`config.mk`:
```
export PLATFORM = sky130hd
export DESIGN_NAME = addr_route_demux
export DESIGN_NICKNAME = d
export VERILOG_FILES = /design/src/rtl/addr_route_pkg.sv /design/src/rtl/addr_route_err_slv.sv /design/src/rtl/addr_route_demux.sv
export SDC_FILE = /design/constraint.sdc
export NUM_CORES = 1
export LEC_CHECK = 0
export ABC_AREA = 1
export BUFFER_PORTS_ARGS = -buffer_cell sky130_fd_sc_hd__buf_2
export CORE_AREA = 2 2 70 72
export DETAILED_ROUTE_END_ITERATION = 7
export DIE_AREA = 0 0 72 74
export HOLD_SLACK_MARGIN = 0.1
export PLACE_DENSITY = 0.75
export SETUP_SLACK_MARGIN = 0.4
export SYNTH_ARGS = -nofsm -noshare
export SYNTH_HDL_FRONTEND = slang
export SYNTH_SLANG_ARGS = --single-unit
export TNS_END_PERCENT = 100
```
`constraint.sdc`:
```
create_clock -name clk_i -period 3.83 [get_ports clk_i]
set_input_delay 0.766 -clock clk_i [delete_from_list [all_inputs] [get_ports clk_i]]
set_output_delay 0.766 -clock clk_i [all_outputs]
set_load 0.005 [all_outputs]
```
`src/rtl/addr_route_pkg.sv`:
```
// Shared definitions for the ordered request demultiplexer.
//   idx_width() : index width for a given port count (at least 1 bit)
//   state_e     : IDLE (nothing outstanding) / LOCKED (outstanding to tgt_q)
// Target encoding used by the demux: {err, idx}, IdxWidth+1 bits. The MSB
// set marks the internal error responder (ERR_TGT = {1'b1, '0}).
package addr_route_pkg;

  typedef enum logic {
    IDLE   = 1'b0,
    LOCKED = 1'b1
  } state_e;

  function automatic int unsigned idx_width(input int unsigned n);
    return (n > 1) ? $clog2(n) : 1;
  endfunction

endpackage

```
`src/rtl/addr_route_err_slv.sv`:
```
// Error responder for decode errors: counts accepted-but-unanswered error
// requests and flags a pending response one cycle after acceptance.
//   clk_i, rst_i : clock, synchronous active-high reset
//   inc_i        : error request accepted
//   dec_i        : error response handshaken
//   pend_o       : at least one error response pending
module addr_route_err_slv
  import addr_route_pkg::*;
#(
  parameter int unsigned CntWidth = 3
) (
  input  logic clk_i,
  input  logic rst_i,
  input  logic inc_i,
  input  logic dec_i,
  output logic pend_o
);

  logic [CntWidth-1:0] err_pend_q, err_pend_d;

  always_comb begin
    err_pend_d = err_pend_q + CntWidth'(inc_i) - CntWidth'(dec_i);
  end

  always_ff @(posedge clk_i) begin
    if (rst_i) begin
      err_pend_q <= '0;
    end else begin
      err_pend_q <= err_pend_d;
    end
  end

  assign pend_o = (err_pend_q != '0);

endmodule

```
`src/rtl/addr_route_demux.sv`:
```
// Ordered request demultiplexer behind the address decoder. Steers each
// request to one downstream port (or the internal error responder) and
// merges responses in issue order by locking onto one target while any
// transaction is outstanding.
// Ports:
//   clk_i, rst_i                      : clock, synchronous active-high reset
//   req_valid_i/req_ready_o           : upstream request handshake
//   req_idx_i, req_dec_error_i        : decoded target / decode error
//   req_payload_i                     : request payload
//   mst_valid_o/mst_ready_i           : per-port request handshake
//   mst_payload_o                     : payload broadcast to all ports
//   rsp_valid_i/rsp_ready_o/rsp_data_i: per-port response channel
//   rsp_valid_o/rsp_ready_i/rsp_data_o: merged response channel
//   rsp_err_o                         : merged response is from error responder
//   busy_o                            : transactions outstanding
// Build option: ADDR_ROUTE_DEMUX_SPILL_EN inserts a two-entry spill stage on
// the upstream request (registered req_ready_o, one cycle extra latency).
module addr_route_demux
  import addr_route_pkg::*;
#(
  parameter int unsigned NoPorts      = 2,
  parameter int unsigned MaxTrans     = 4,
  parameter int unsigned PayloadWidth = 32,
  parameter int unsigned RspWidth     = 32,
  parameter int unsigned IdxWidth     = addr_route_pkg::idx_width(NoPorts),
  parameter int unsigned CntWidth     = $clog2(MaxTrans + 1)
) (
  input  logic                              clk_i,
  input  logic                              rst_i,
  input  logic                              req_valid_i,
  output logic                              req_ready_o,
  input  logic [IdxWidth-1:0]               req_idx_i,
  input  logic                              req_dec_error_i,
  input  logic [PayloadWidth-1:0]           req_payload_i,
  output logic [NoPorts-1:0]                mst_valid_o,
  input  logic [NoPorts-1:0]                mst_ready_i,
  output logic [PayloadWidth-1:0]           mst_payload_o,
  input  logic [NoPorts-1:0]                rsp_valid_i,
  output logic [NoPorts-1:0]                rsp_ready_o,
  input  logic [NoPorts-1:0][RspWidth-1:0]  rsp_data_i,
  output logic                              rsp_valid_o,
  input  logic                              rsp_ready_i,
  output logic [RspWidth-1:0]               rsp_data_o,
  output logic                              rsp_err_o,
  output logic                              busy_o
);

  typedef logic [IdxWidth:0] tgt_t;
  localparam tgt_t ERR_TGT = {1'b1, {IdxWidth{1'b0}}};

  // Request as seen by the steering logic (after the optional spill stage).
  logic                    s_valid, s_ready, s_err;
  logic [IdxWidth-1:0]     s_idx;
  logic [PayloadWidth-1:0] s_payload;

`ifdef ADDR_ROUTE_DEMUX_SPILL_EN
  localparam int unsigned SW = 1 + IdxWidth + PayloadWidth;
  logic [SW-1:0] a_data_q, b_data_q;
  logic          a_full_q, b_full_q;
  logic          a_fill, a_drain, b_fill, b_drain;

  // Entry A takes upstream data; it spills into B only when the steering
  // side stalls, so ready can be driven purely from flop state.
  assign a_fill  = req_valid_i && req_ready_o;
  assign a_drain = a_full_q && !b_full_q;
  assign b_fill  = a_drain && !s_ready;
  assign b_drain = b_full_q && s_ready;

  always_ff @(posedge clk_i) begin
    if (rst_i) begin
      a_full_q <= 1'b0;
      b_full_q <= 1'b0;
      a_data_q <= '0;
      b_data_q <= '0;
    end else begin
      if (a_fill) a_data_q <= {req_dec_error_i, req_idx_i, req_payload_i};
      if (a_fill || a_drain) a_full_q <= a_fill;
      if (b_fill) b_data_q <= a_data_q;
      if (b_fill || b_drain) b_full_q <= b_fill;
    end
  end

  assign req_ready_o                 = !a_full_q || !b_full_q;
  assign s_valid                     = a_full_q || b_full_q;
  assign {s_err, s_idx, s_payload}   = b_full_q ? b_data_q : a_data_q;
`else
  assign s_valid     = req_valid_i;
  assign s_err       = req_dec_error_i;
  assign s_idx       = req_idx_i;
  assign s_payload   = req_payload_i;
  assign req_ready_o = s_ready;
`endif

  logic [CntWidth-1:0] cnt_q, cnt_d;
  tgt_t                tgt_q, tgt_d;
  tgt_t                s_tgt;
  state_e              state;
  logic                stall, acc, rsp_hs, tgt_err, idx_ok, err_pend;
  logic [IdxWidth-1:0] lock_idx;

  assign s_tgt = s_err ? ERR_TGT : {1'b0, s_idx};
  assign state = (cnt_q == '0) ? IDLE : LOCKED;
  // While locked only the same target may follow, and only below saturation.
  assign stall = (state == LOCKED) &&
                 ((s_tgt != tgt_q) || (cnt_q == CntWidth'(MaxTrans)));
  assign idx_ok = (32'(s_idx) < NoPorts);

  always_comb begin
    mst_valid_o = '0;
    s_ready     = 1'b0;
    if (!stall) begin
      if (s_err) begin
        s_ready = 1'b1;
      end else if (idx_ok) begin
        mst_valid_o[s_idx] = s_valid;
        s_ready            = mst_ready_i[s_idx];
      end
    end
  end

  assign mst_payload_o = s_payload;
  assign acc           = s_valid && s_ready;

  assign tgt_err  = tgt_q[IdxWidth];
  assign lock_idx = tgt_q[IdxWidth-1:0];

  always_comb begin
    rsp_ready_o = '0;
    rsp_valid_o = 1'b0;
    rsp_data_o  = '0;
    rsp_err_o   = 1'b0;
    if (tgt_err) begin
      rsp_valid_o = err_pend;
      rsp_err_o   = err_pend;
    end else begin
      rsp_ready_o[lock_idx] = rsp_ready_i;
      rsp_valid_o           = rsp_valid_i[lock_idx] && (cnt_q != '0);
      rsp_data_o            = rsp_data_i[lock_idx];
    end
  end

  assign rsp_hs = rsp_valid_o && rsp_ready_i;
  assign busy_o = (state == LOCKED);

  always_comb begin
    cnt_d = cnt_q + CntWidth'(acc) - CntWidth'(rsp_hs);
    tgt_d = tgt_q;
    if (acc && (state == IDLE)) tgt_d = s_tgt;
  end

  always_ff @(posedge clk_i) begin
    if (rst_i) begin
      cnt_q <= '0;
      tgt_q <= '0;
    end else begin
      cnt_q <= cnt_d;
      tgt_q <= tgt_d;
    end
  end

  addr_route_err_slv #(
    .CntWidth(CntWidth)
  ) u_err_slv (
    .clk_i (clk_i),
    .rst_i (rst_i),
    .inc_i (acc && s_err),
    .dec_i (rsp_hs && tgt_err),
    .pend_o(err_pend)
  );

endmodule

```
==> impl_metrics.yaml <==
run_status:
  status: "completed"
critical_path:
  arrival_ns: 2.73
  crit_top_cell: "nand2_1"
  critPathRequiredTime_ns: 3.99
  slowest_delay_ns: 0.36
  crit_type: "in -> reg"
  startpoint: "req_dec_error_i"
  cp-end-kind: "flip-flop"
  r2r-start: "tgt_q[0]"
  start_kind: "input pin"
  cp_cell_sequence: "buf_2, inv_2, nand2_1, nand2_1, nand2_1, inv_1, nand2_2, nand2_4, inv_2, a21oi_2, nand2_1, ha_1, inv_1, ha_1, fa_1, inv_1, o21ai_0, a21oi_1"
  critical-path-slowest-cell: "fa_1"
  critical_path.max_fanout: 6
clock_tree:
  cts_htree_levels: 1
  cts_tree: "done"
  path_clk_slew_ns: 0.04
  post_cts_buffers: 0
  cts_sinks: 8
  cts_root_buf: "clkbuf_8"
  cts_buffers: 3
  ctsResizeCount: 0
  ctsHoldBuffers: 0
  clkLatencyLatePin_ns: 0.23
  clk_path_buf_depth: 2
layout:
  area_delta_synth_final_pct: 29.65
  final_nets: 419
  drive_above_1_share_pct: 43.61
  nFillCells: 504
  stdcell_area_um2: 1718
  n_antenna_cell: 0
global_routing:
  grt_overflow: 0
  grt_usage_pct: 14.17
  grt_pass1_vias: 1343
  antenna_found_initial: 0
  grt_max_degree: 38
  grt_first_pass_wirelength_um: 6003
floorplanning:
  dieArea_um2: 5328
  coreArea_um2: 4598
  die_w_um: 72
  io_pins: 178
  dieHeight_um: 74
  start_util_pct: 28.82
  rows: 25
logic_synthesis:
  synth_edf_count: 0
  yosysUniqueCellTypes: 27
  mappedNetlistNets: 342
  postSynthCellCount: 230
  yosysTopAreaCellShare_pct: 22.66
  ys_ff_latch: 8
  yosysSeqAreaShare_pct: 12.09
  synth_warnings: 0
  syn-cell-area_um2: 1325
  ys_async_sr_fraction_pct: 0
  synthTopCellsByArea: "nand2_1 23%, buf_4 19%, a21oi_1 13%"
  synthFlopType: "dfxtp_1"
  yosys.area.top_type: "nand2_1"
  syn-mean-instance-area_um2: 5.761
timing:
  fin_tns_setup_ns: 0
  whs_ns: 0.5902
  setup_ws_ns: 1.253
  fin_crit_sh_pct: 67.28
  fmax_mhz: 388.1
  hold_viol_final: 0
  rsz0062_at_grt: "false"
  setup_viol: 0
  maxSlewViolCount: 0
  relSlewSlack_pct: 59.75
  fin_skew_ns: 0.001429
  tightest_slew_ns: 0.6028
  fin_crit_ns: 2.577
pwr:
  ir_worst_vdd_v: 0.0002591
  power_frac_clock_pct: 10.8
  combPwrFrac_pct: 75.1
  powerDensity_nw_per_um2: 536.5
  p_int_uw: 464.8
  p_sw_share_pct: 49.57
  p_leak_uw: 0.001041
  p_sw_uw: 456.9
  seq_power_share_pct: 14.1
route:
  vias: 1599
  wire_per_inst_um: 11.46
  first_pass_iters: 4
  routed_via_density: 4.454
  drtIter0Drc: 31
  antenna_left: 0
  drt_wl_total_um: 4114
  drc: 0
placed_design:
  pre_cts_ws_ns: 1.030
  dp_hpwl_um: 3214
  placed_area_um2: 1677
  gp_congestion: 0.8331
  io_buffers: 113
min_path:
  min-delay-start: "cnt_q[0]"
  hp-class: "reg -> reg"
job:
  max_cap_viol_count: 0
## final cells by class
class	instances	area, um2	area share (%)
clock buffers	3	41.29	2.403
inverters	27	103.9	6.045
multi-input cells	152	764.5	44.50
flip-flops and latches	8	160.2	9.323
well taps	54	67.56	3.933
repair buffers	115	580.6	33.79
## cells in the final DEF (no fill, tap or decap)
master,n
clkbuf_8,3
buf_2,113
dfxtp_1,8
xor2_1,2
nor2_2,2
nand2_4,1
nor2_4,1
clkinv_1,1
nor3_1,4
inv_4,1
nor2_1,9
nand3_1,3
o21ai_0,2
inv_2,5
inv_1,20
nand3_2,1
nand4_1,1
nand2_1,80
nor4_1,1
a21oi_2,2
a21oi_1,35
fa_1,2
ha_1,4
nand2_2,1
nand4_4,1
buf_4,2
## cell families after synthesis
group / Yosys count / share of synthesized area (%)
AND/OR/NAND/NOR: 105 / 34.28
buffers and inverters: 70 / 30.22
AO/OA/AOI/OAI: 39 / 15.30
flip-flops: 8 / 12.09
adder cells (fa/ha/maj): 6 / 6.799
XOR/XNOR: 2 / 1.322
## sequential cells by signal, summed over array words and instances, names as in the netlist
register	flops
tgt_q	2
cnt_q	3
u_err_slv.err_pend_q	3
## layer usage
metal	track usage, %	vias to the layer above	wire length [um]
li1	-	833	-
met1	16.16	687	1636
met2	23.87	69	2002
met3	5.420	10	408
met4	6.080	0	66
met5	0	-	0
## critical path: cells and delay by family
kind	cells	cell delay [ns]
buffers and inverters	6	0.46
and+or+nand+nor	6	0.41
adders and majority gates	3	0.80
AOI/OAI and AO/OA	3	0.32
## per-stage QoR
step / instances / utilization (%) / power [uW]
2_1_floorplan: 230 / - / 600.8
3_3_place_gp: 356 / 36.46 / 826.4
3_5_place_dp: 356 / 36.46 / 833.8
4_1_cts: 359 / 37.36 / 940.4
5_1_grt: 359 / 37.36 / 1038
6_report: 359 / 37.36 / 921.6
## cells in the mapped netlist, types with 2 or more instances
cell      count
nand2_1      80
a21oi_1      35
buf_4        33
inv_1        20
nor2_1        9
dfxtp_1       8
clkbuf_1      6
inv_2         5
ha_1          4
nor3_1        4
buf_2         3
nand3_1       3
a21oi_2       2
fa_1          2
nor2_2        2
o21ai_0       2
xor2_1        2
## power groups by stage
stage | clock (uW) | combinational, uW | sequential (uW)
detailed placement | 0 | 703 | 131
finish | 99.3 | 692 | 130
floorplan | 0 | 473 | 128
global placement | 0 | 696 | 131
CTS | 101 | 709 | 130
global route | 104 | 801 | 133
## final timing paths
check | to | slack, ns | cells past startpoint
setup / recovery | cnt_q[2] | 1.25 | 18
setup reg to reg | u_err_slv.err_pend_q[1] | 1.27 | 13
hold reg to reg | cnt_q[0] | 0.59 | 3
hold / removal | cnt_q[0] | 0.59 | 3
Power figures use the tool's default switching activity.
